### src/rtl/interp_div_seq.sv
// Pilot-pair time interpolator: est3 + d/3 and est3 + 2d/3 via a sequential restoring divide-by-3,
// then sequences sel est3 -> div_res_1 -> div_res_2 -> est4. Optional macro: ROUND_NEAREST_EN.
module interp_div_seq #(
  parameter int WIDTH = 17
) (
  input  logic                    CLK,
  input  logic                    RST,
  input  logic signed [WIDTH-1:0] est3,
  input  logic signed [WIDTH-1:0] est4,
  input  logic                    est_valid,
  output logic                    est_ready,
  output logic signed [WIDTH-1:0] div_res_1,
  output logic signed [WIDTH-1:0] div_res_2,
  output logic [1:0]              sel,
  output logic                    h_valid,
  input  logic                    h_ready,
  output logic                    busy
);

  // state | meaning
  // IDLE  | waiting for an estimate pair
  // LOAD  | form |est4 - est3| and its sign
  // DIV   | one restoring quotient bit per cycle, MSB first
  // ADD   | apply signed quotient to est3
  // OUT   | present four ordered samples to the mux
  localparam int DW = WIDTH + 1;
  localparam int CW = $clog2(DW);

  typedef enum logic [2:0] {IDLE, LOAD, DIV, ADD, OUT} state_t;

  state_t                    state_q, state_d;
  logic signed [WIDTH-1:0]   est3_q, est3_d, est4_q, est4_d;
  logic signed [WIDTH-1:0]   res1_q, res1_d, res2_q, res2_d;
  logic                      neg_q, neg_d;
  logic [DW-1:0]             quo_q, quo_d;
  logic [1:0]                rem_q, rem_d;
  logic [CW-1:0]             cnt_q, cnt_d;
  logic [1:0]                sel_q, sel_d;

  logic signed [DW-1:0]      diff;
  logic [DW-1:0]             mag;
  logic [DW-1:0]             mag_src;
  logic [2:0]                trial;
  logic [2:0]                trial_sub;
  logic                      trial_ge;
  logic signed [DW:0]        q_s;
  logic signed [DW:0]        q2_s;
  logic signed [DW:0]        e3_x;
  logic signed [DW:0]        sum1;
  logic signed [DW:0]        sum2;

  always_comb begin
    diff = {est4_q[WIDTH-1], est4_q} - {est3_q[WIDTH-1], est3_q};
    mag  = diff[DW-1] ? DW'(-diff) : DW'(diff);
`ifdef ROUND_NEAREST_EN
    // |d| <= 2^WIDTH-1, so the +1 still fits the DW-bit magnitude.
    mag_src = mag + DW'(1);
`else
    mag_src = mag;
`endif
    trial     = {rem_q, quo_q[DW-1]};
    trial_ge  = (trial >= 3'd3);
    trial_sub = trial - 3'd3;
    q_s  = neg_q ? -$signed({1'b0, quo_q}) : $signed({1'b0, quo_q});
    q2_s = {q_s[DW-1:0], 1'b0};
    e3_x = {{2{est3_q[WIDTH-1]}}, est3_q};
    sum1 = e3_x + q_s;
    sum2 = e3_x + q2_s;
  end

  always_comb begin
    state_d = state_q;
    est3_d  = est3_q;
    est4_d  = est4_q;
    res1_d  = res1_q;
    res2_d  = res2_q;
    neg_d   = neg_q;
    quo_d   = quo_q;
    rem_d   = rem_q;
    cnt_d   = cnt_q;
    sel_d   = sel_q;
    unique case (state_q)
      IDLE: begin
        if (est_valid) begin
          est3_d  = est3;
          est4_d  = est4;
          state_d = LOAD;
        end
      end
      LOAD: begin
        neg_d   = diff[DW-1];
        quo_d   = mag_src;
        rem_d   = 2'd0;
        cnt_d   = CW'(DW - 1);
        state_d = DIV;
      end
      DIV: begin
        // Dividend bits shift out the top while quotient bits shift in at the bottom.
        rem_d = trial_ge ? trial_sub[1:0] : trial[1:0];
        quo_d = {quo_q[DW-2:0], trial_ge};
        if (cnt_q == '0) state_d = ADD;
        else             cnt_d   = cnt_q - CW'(1);
      end
      ADD: begin
        // Results lie between est3 and est4, so truncation to WIDTH is lossless.
        res1_d  = sum1[WIDTH-1:0];
        res2_d  = sum2[WIDTH-1:0];
        sel_d   = 2'b01;
        state_d = OUT;
      end
      OUT: begin
        if (h_ready) begin
          unique case (sel_q)
            2'b01: sel_d = 2'b10;
            2'b10: sel_d = 2'b00;
            2'b00: sel_d = 2'b11;
            default: begin
              sel_d   = 2'b01;
              state_d = IDLE;
            end
          endcase
        end
      end
      default: state_d = IDLE;
    endcase
  end

  always_ff @(posedge CLK or posedge RST) begin
    if (RST) begin
      state_q <= IDLE;
      est3_q  <= '0;
      est4_q  <= '0;
      res1_q  <= '0;
      res2_q  <= '0;
      neg_q   <= 1'b0;
      quo_q   <= '0;
      rem_q   <= '0;
      cnt_q   <= '0;
      sel_q   <= 2'b01;
    end else begin
      state_q <= state_d;
      est3_q  <= est3_d;
      est4_q  <= est4_d;
      res1_q  <= res1_d;
      res2_q  <= res2_d;
      neg_q   <= neg_d;
      quo_q   <= quo_d;
      rem_q   <= rem_d;
      cnt_q   <= cnt_d;
      sel_q   <= sel_d;
    end
  end

  assign est_ready = (state_q == IDLE);
  assign busy      = (state_q != IDLE);
  assign h_valid   = (state_q == OUT);
  assign sel       = sel_q;
  assign div_res_1 = res1_q;
  assign div_res_2 = res2_q;

endmodule

### config.mk
export PLATFORM = sky130hd
export DESIGN_NAME = interp_div_seq
export DESIGN_NICKNAME = d
export VERILOG_FILES = /design/src/rtl/interp_div_seq.sv
export SDC_FILE = /design/constraint.sdc
export NUM_CORES = 1
export LEC_CHECK = 0
export CORE_MARGIN = 2
export CORE_UTILIZATION = 53
export CTS_BUF_LIST = sky130_fd_sc_hd__clkbuf_2 sky130_fd_sc_hd__clkbuf_4 sky130_fd_sc_hd__clkbuf_8
export CTS_CLUSTER_SIZE = 25
export DETAILED_ROUTE_END_ITERATION = 8
export PLACE_DENSITY = 0.82
export SYNTH_ARGS = -nofsm -noshare
export SYNTH_HDL_FRONTEND = slang
export SYNTH_SLANG_ARGS = --single-unit
export TNS_END_PERCENT = 10
### constraint.sdc
create_clock -name CLK -period 3.4 [get_ports CLK]
set_clock_uncertainty 0.05 [all_clocks]
set_input_delay 1.02 -clock CLK [delete_from_list [all_inputs] [get_ports CLK]]
set_output_delay 1.02 -clock CLK [all_outputs]
set_load 0.01 [all_outputs]
==> PnR_summary.wiki, run 1 <==
{| class="wikitable"
! Metric !! Value
|-
| Run status || finished with violations
|-
| Failing checks || setup timing
|-
| Largest fanout on the critical path || 3
|-
| Die Footprint || 0.0140 mm2
|-
| Floorplan die height || 118 um
|-
| Slowest cell delay on critical path || 0.54 ns
|-
| Final number of hold-violating endpoints || 0
|-
| Number of max-cap violations || 0
|-
| Area growth from synthesis to layout || 27.3%
|-
| Ordered list of cells on the worst path || or4_4 -> or4_4 -> o31ai_4 -> xnor2_2 -> ha_1 -> and3_1 -> and3_4 -> o31a_1 -> a211o_1 -> a21oi_2 -> xnor2_1 -> o21ai_1
|-
| Synth top area share || 35.4%
|-
| Layout cell share with drive strength beyond 1 || 20.0%
|-
| Post-CTS clock slew at the launch and capture registers of the worst setup and hold paths || 0.09 ns
|-
| Sort of element at the start of the critical path || flop
|-
| Post-layout net count || 1,005
|-
| XOR/XNOR Fraction of Synth Area || 8.83%
|-
| Smallest hold slack || 0.435 ns
|-
| EDFF count, synth || 0
|-
| Worst path buffer plus inverter count || 0
|-
| Core Area || 0.0127 mm2
|-
| Asr flop ratio synth || 100%
|-
| Final period demand of the worst path || 3.61 ns
|-
| Total via count in the routed design || 6,035
|-
| Hold/Removal Path Class || flop to flop
|-
| IO Pins || 77
|-
| Cell with the largest stage delay on the worst path || sky130_fd_sc_hd__or4_4
|-
| Global-route wire length before repair || 25,700 um
|-
| Number of flip-flops and latches in the synthesized netlist || 99
|-
| Transition time at the pin with the least slew margin || 1.25 ns
|-
| DRT Wirelength || 15,400 um
|-
| CTS max path bufs || 2
|-
| First-iteration detailed-routing DRC count || 302
|-
| Fraction of the yosys area taken by sequential cells || 35.8%
|-
| Final period util || 106%
|-
| Post-DRT Antenna Nets || 0
|-
| Post-synthesis adder-cell area fraction || 11.0%
|-
| Aggregate global routing overflow || 0
|-
| Count of unresolved DRC violations after routing || 0
|-
| Clock tree from TritonCTS || built
|-
| Final core utilization || 69.6%
|-
| Most common cell on crit path || sky130_fd_sc_hd__or4_4
|-
| Data required time at the worst endpoint || 3.60 ns
|-
| Number of antenna violations at the first check in global routing || 0
|-
| Worst setup timing slack at the placement stage || -0.221 ns
|-
| All-layer global routing usage || 22.2%
|-
| Netlist area before placement || 0.00693 mm2
|-
| Number of global-route vias before repair || 5,620
|-
| Slack of the critical path || -0.213 ns
|-
| Unique cell type count in the Yosys netlist || 75
|-
| Arrival @ worst endpoint || 3.81 ns
|-
| Post-synthesis compound-gate area fraction || 20.9%
|-
| Cts bufs inserted || 9
|-
| Highest Clock Rate || 277 MHz
|-
| Routability congestion estimate from global placement || 0.877
|-
| Clock latency of the later-clocked register in the worst-skew pair || 0.38 ns
|-
| Port Buf Inserts || 76
|-
| Mux share of post-synthesis cell area || 3.58%
|-
| Nets in the synthesized netlist || 861
|-
| Unrepaired setup endpoints after global routing || yes
|-
| Largest net degree at the start of global routing || 65
|-
| Post-synthesis area per instance || 9.07 um2
|-
| Total half-perimeter wirelength after legalization and detailed placement || 11,700 um
|-
| Count of yosys warnings during synthesis || 0
|-
| Cell taking the most area after synthesis || sky130_fd_sc_hd__dfrtp_1
|-
| Standard-cell row count || 41
|-
| Vias per std cell || 5.57
|-
| Top area cells in the synthesized netlist || sky130_fd_sc_hd__dfrtp_1, sky130_fd_sc_hd__ha_1, sky130_fd_sc_hd__xnor2_1
|-
| Detailed-router iteration count before antenna repair || 5
|-
| Cell count after synthesis || 764
|-
| Crit. End Element || flop
|-
| Clock root cell || sky130_fd_sc_hd__clkbuf_8
|-
| Detail-routed net length per standard cell || 14.2 um
|-
| Die span in x || 118 um
|-
| Dominant delay contributor by cell family on the critical path || simple AND/OR/NAND/NOR gates
|-
| Prevailing post-synth register cell || sky130_fd_sc_hd__dfrtp_1
|-
| Largest family of logic cells by synthesized area || compound AO/OA/AOI/OAI gates
|-
| Initial standard-cell utilization of the core || 54.7%
|-
| Worst relative slew slack || 16.4%
|-
| Simple-gate share of the synthesized area || 16.0%
|-
| Clk sink count || 99
|-
| Max H-tree Level || 3
|-
| Antenna diode count || 0
|-
| Final count of negative-setup-slack endpoints || 5
|-
| Path type of the worst setup path || flop to flop
|-
| Max Slew Vio Count || 0
|}
[cells in the mapped netlist, drive strengths merged, types with 9 or more instances]
| master | n |
|---|---|
| inv | 42 |
| xor2 | 21 |
| a21o | 14 |
| nor2 | 43 |
| ha | 56 |
| or2 | 9 |
| dfrtp | 98 |
| nand2 | 90 |
| a22oi | 16 |
| xnor2 | 48 |
| clkbuf | 19 |
| mux2 | 22 |
| o21ai | 86 |
| a21oi | 38 |
| nor3 | 19 |
| nand3 | 12 |
[per-layer routing]
metal / share of wire, % / GRT usage, %
met1: 47 / 29.5
met2: 47 / 36.8
met3: 3.3 / 2.70
met4: 2.6 / 9.34
met5: 0 / 0
[sequential cells by signal, summed over array words and instances (netlist names)]
register	flops
state_q	3
div_res_2	17
neg_q	1
sel	2
est4_q	17
cnt_q	5
quo_q	18
est3_q	17
div_res_1	17
rem_q	2
[through the flow]
stage	setup TNS, ns	area, um2	cells
after floorplan	-0.432	6930	764
after global placement	-0.567	8440	1068
after detailed placement	-0.890	8440	1068
after CTS	-0.368	8680	1083
after global routing	-1.76	8820	1084
final	-0.658	8820	1084
[cells by family (layout without fill, tap and decap cells)]
logic type	after synthesis	in the layout
fa+ha+maj	59	59
flops	99	99
mux	22	22
simple gates	228	228
compound gates	220	220
buf+inv	67	215
xor+xnor	69	69
[worst reg2reg max path, cell delays in order (launching register included)]
cell	delay, ns
sky130_fd_sc_hd__dfrtp_1	0.40
sky130_fd_sc_hd__or4_4	0.54
sky130_fd_sc_hd__or4_4	0.47
sky130_fd_sc_hd__o31ai_4	0.26
sky130_fd_sc_hd__xnor2_2	0.16
sky130_fd_sc_hd__ha_1	0.27
sky130_fd_sc_hd__and3_1	0.17
sky130_fd_sc_hd__and3_4	0.18
sky130_fd_sc_hd__o31a_1	0.33
sky130_fd_sc_hd__a211o_1	0.29
sky130_fd_sc_hd__a21oi_2	0.16
sky130_fd_sc_hd__xnor2_1	0.14
sky130_fd_sc_hd__o21ai_1	0.07
[cell type report]
type | instances | area (um2)
fill | 1010 | 3850
inverter | 42 | 161
multi-input combinational | 598 | 4370
timing repair buffer | 158 | 1410
sequential | 99 | 2480
clock inverter | 2 | 10.0
clock buffer | 13 | 173
tap | 172 | 215
[final timing paths]
check	from	end	slack, ns	cells past startpoint
min	div_res_1[8]	div_res_1[8]	0.44	2
max in group asynchronous	RST	est3_q[15]	1.89	3
min in group asynchronous	RST	div_res_2[0]	0.87	2
max	quo_q[4]	div_res_1[16]	-0.21	12
max reg2reg	quo_q[4]	div_res_1[16]	-0.21	12
min reg2reg	div_res_1[8]	div_res_1[8]	0.44	2
[what timing repair did]
action | CTS | global route
setup buffers | 0 | 1
setup endpoints to repair | 8 | 29
cloned | 0 | 0
gates resized for setup | 16 | 28
pin swaps | 3 | 11
hold buffers | 0 | 0
[layout by cell type (no fill, tap or decap), drive strengths merged, types with 9 or more instances in the layout]
master / n
or2: 9
clkdlybuf4s50: 76
xor2: 21
ha: 56
a22oi: 16
nor3: 19
a21o: 14
a21oi: 38
nor2: 43
clkbuf: 13
nand3: 12
dfrtp: 98
o21ai: 86
mux2: 22
xnor2: 48
buf: 82
nand2: 90
inv: 41
Power of run 1 is left out: the tool's default activity adds up to more than one toggle a clock period on the data nets, which glitch-free logic cannot reach.
==> inputs of run 2 (changes only) <==
- SLEW_MARGIN: not set -> 20
==> run 2 against run 1 <==
  * The flow still finishes with violations (setup timing)
  * Sequential share of layout area barely moved
  * Critical path depth did not move
  * First-iteration DRC count rose by 0.33%
  * Worst hold slack barely moved
  * Routed wire length fell by 0.17%
  * Register-to-register slack barely moved
  * Non-clock buffer count did not move
  * Cell count did not move
  * Die area did not move
  * Count of clock-buffer cells in the layout did not move
  * Cell area barely moved
  * Critical path type unchanged
  * Critical endpoint unchanged
  * Highest routed layer unchanged
==> PnR_summary.wiki, run 2 (synthesis gave the netlist of run 1 again) <==
{| class="wikitable"
! Metric !! Value
|-
| Crit. End Element || flop
|-
| Final count of negative-setup-slack endpoints || 5
|-
| Area growth from synthesis to layout || 27.3%
|-
| Max Slew Vio Count || 0
|-
| Antenna diode count || 0
|-
| Global-route wire length before repair || 25,700 um
|-
| Hold/Removal Path Class || flop to flop
|-
| Register Area || 0.00248 mm2
|-
| Smallest hold slack || 0.435 ns
|-
| Most common cell on crit path || sky130_fd_sc_hd__or4_4
|-
| Commonest non-fill, non-tap cell in the layout || sky130_fd_sc_hd__dfrtp_1
|-
| Clock tree from TritonCTS || built
|-
| Count of unresolved DRC violations after routing || 0
|-
| DRT Wirelength || 15,300 um
|-
| Highest Clock Rate || 277 MHz
|-
| Unrepaired setup endpoints after global routing || yes
|-
| R2r setup slk || -0.21 ns
|-
| Number of antenna violations at the first check in global routing || 0
|-
| Cell count of the worst hold path || 2
|-
| Ordered list of cells on the worst path || or4_4 -> or4_4 -> o31ai_4 -> xnor2_2 -> ha_1 -> and3_1 -> and3_4 -> o31a_1 -> a211o_1 -> a21oi_2 -> xnor2_1 -> o21ai_1
|-
| IO Pins || 77
|-
| Number of max-cap violations || 0
|-
| Cells on worst reg2reg path || 12
|-
| Footprint of the multi-input gates || 0.00437 mm2
|-
| Final-layout fill cell count || 1,009
|-
| Core Area || 0.0127 mm2
|-
| Sort of element at the start of the critical path || flop
|-
| Final number of hold-violating endpoints || 0
|-
| Most frequent cells in the layout || sky130_fd_sc_hd__dfrtp_1, sky130_fd_sc_hd__nand2_1, sky130_fd_sc_hd__buf_4
|-
| Post-DRT Antenna Nets || 0
|-
| Slack of the critical path || -0.213 ns
|-
| Failing checks || setup timing
|-
| Endpoint of the lowest-slack register-to-register path || div_res_1[16]
|-
| Post-layout net count || 1,005
|-
| Cell with the largest stage delay on the worst path || sky130_fd_sc_hd__or4_4
|-
| Port Buf Inserts || 76
|-
| Post-route setup TNS || -0.660 ns
|-
| Post-CTS clock slew at the launch and capture registers of the worst setup and hold paths || 0.09 ns
|-
| Largest Register || quo_q
|-
| Source of the worst register-to-register timing path || quo_q[4]
|-
| Number of global-route vias before repair || 5,620
|-
| Detail-routed net length per standard cell || 14.2 um
|-
| All-layer global routing usage || 22.2%
|-
| Initial standard-cell utilization of the core || 54.7%
|-
| Standard-cell row count || 41
|-
| Arrival @ worst endpoint || 3.81 ns
|-
| Aggregate global routing overflow || 0
|-
| Worst setup timing slack at the placement stage || -0.221 ns
|-
| Vias per std cell || 5.55
|-
| Die span in x || 118 um
|-
| Cts bufs inserted || 9
|-
| First-iteration detailed-routing DRC count || 303
|-
| Transition time at the pin with the least slew margin || 0.773 ns
|-
| Dominant delay contributor by cell family on the critical path || simple AND/OR/NAND/NOR gates
|-
| Max FFs per register || 18
|-
| Total half-perimeter wirelength after legalization and detailed placement || 11,700 um
|-
| Critical hold path startpoint || div_res_1[11]
|-
| Final period demand of the worst path || 3.61 ns
|-
| Routability congestion estimate from global placement || 0.877
|-
| Slowest cell delay on critical path || 0.54 ns
|-
| Worst path buffer plus inverter count || 0
|-
| Floorplan die height || 118 um
|-
| Largest net degree at the start of global routing || 65
|-
| Die Footprint || 0.0140 mm2
|-
| Worst relative slew slack || 48.4%
|-
| Final core utilization || 69.6%
|-
| Data required time at the worst endpoint || 3.60 ns
|-
| Clk sink count || 99
|-
| CTS max path bufs || 2
|-
| Max H-tree Level || 3
|-
| Clock root cell || sky130_fd_sc_hd__clkbuf_8
|-
| Worst Hold Endpoint || div_res_1[11]
|-
| Detailed-router iteration count before antenna repair || 5
|-
| Run status || finished with violations
|-
| Total via count in the routed design || 6,012
|-
| Layout cell share with drive strength beyond 1 || 20.1%
|-
| Clock latency of the later-clocked register in the worst-skew pair || 0.38 ns
|-
| Final period util || 106%
|-
| Largest fanout on the critical path || 3
|-
| Path type of the worst setup path || flop to flop
|}
[run 2: cell counts in the layout (fill, tap and decap cells not counted)]
No cell type changed its count.
[run 2: metal layers]
layer	GRT usage (%)	wire length [um]
met1	29.5	7260
met2	36.8	7200
met3	2.70	490
met4	9.34	393
met5	0	0
[run 2: worst max-delay path by stage]
stage | start | end | slack [ns] | depth (start not counted)
after global placement | quo_q[4] | div_res_1[16] | -0.19 | 12
after CTS | quo_q[4] | div_res_2[16] | -0.11 | 13
final | quo_q[4] | div_res_1[16] | -0.21 | 12
after floorplan | quo_q[2] | div_res_1[16] | -0.22 | 13
after detailed placement | quo_q[4] | div_res_1[16] | -0.22 | 12
after global routing | quo_q[5] | div_res_1[16] | -0.30 | 12
[run 2: per-stage QoR]
stage | cells | instance area [um2]
after floorplan | 764 | 6930
after global placement | 1068 | 8440
after detailed placement | 1068 | 8440
after CTS | 1083 | 8680
after global routing | 1084 | 8820
final | 1084 | 8820
[run 2: area by class of cell]
cell class                 instances  share of cell area, %
timing repair buffer             158                   16.0
sequential                        99                   28.1
inverter                          42                   1.83
multi-input combinational        598                   49.5
clock buffer                      13                   1.96
tap                              172                   2.44
clock inverter                     2                  0.113
[run 2: worst register-to-register path: cells and delay by family (launching register included)]
kind,cells,cell delay [ns]
flip-flops,1,0.40
XOR/XNOR,2,0.30
AND/OR/NAND/NOR,4,1.36
AO/OA/AOI/OAI,5,1.11
adder cells (fa/ha/maj),1,0.27
[run 2: timing repair]
| action | 4_1_cts | 5_1_grt |
|---|---|---|
| pin swaps | 3 | 11 |
| endpoints found under the hold margin | 0 | 0 |
| hold buffers | 0 | 0 |
| setup buffers | 0 | 1 |
| setup endpoints to repair | 8 | 29 |
| gates resized for setup | 16 | 28 |
Power of run 2 is left out for the same reason.
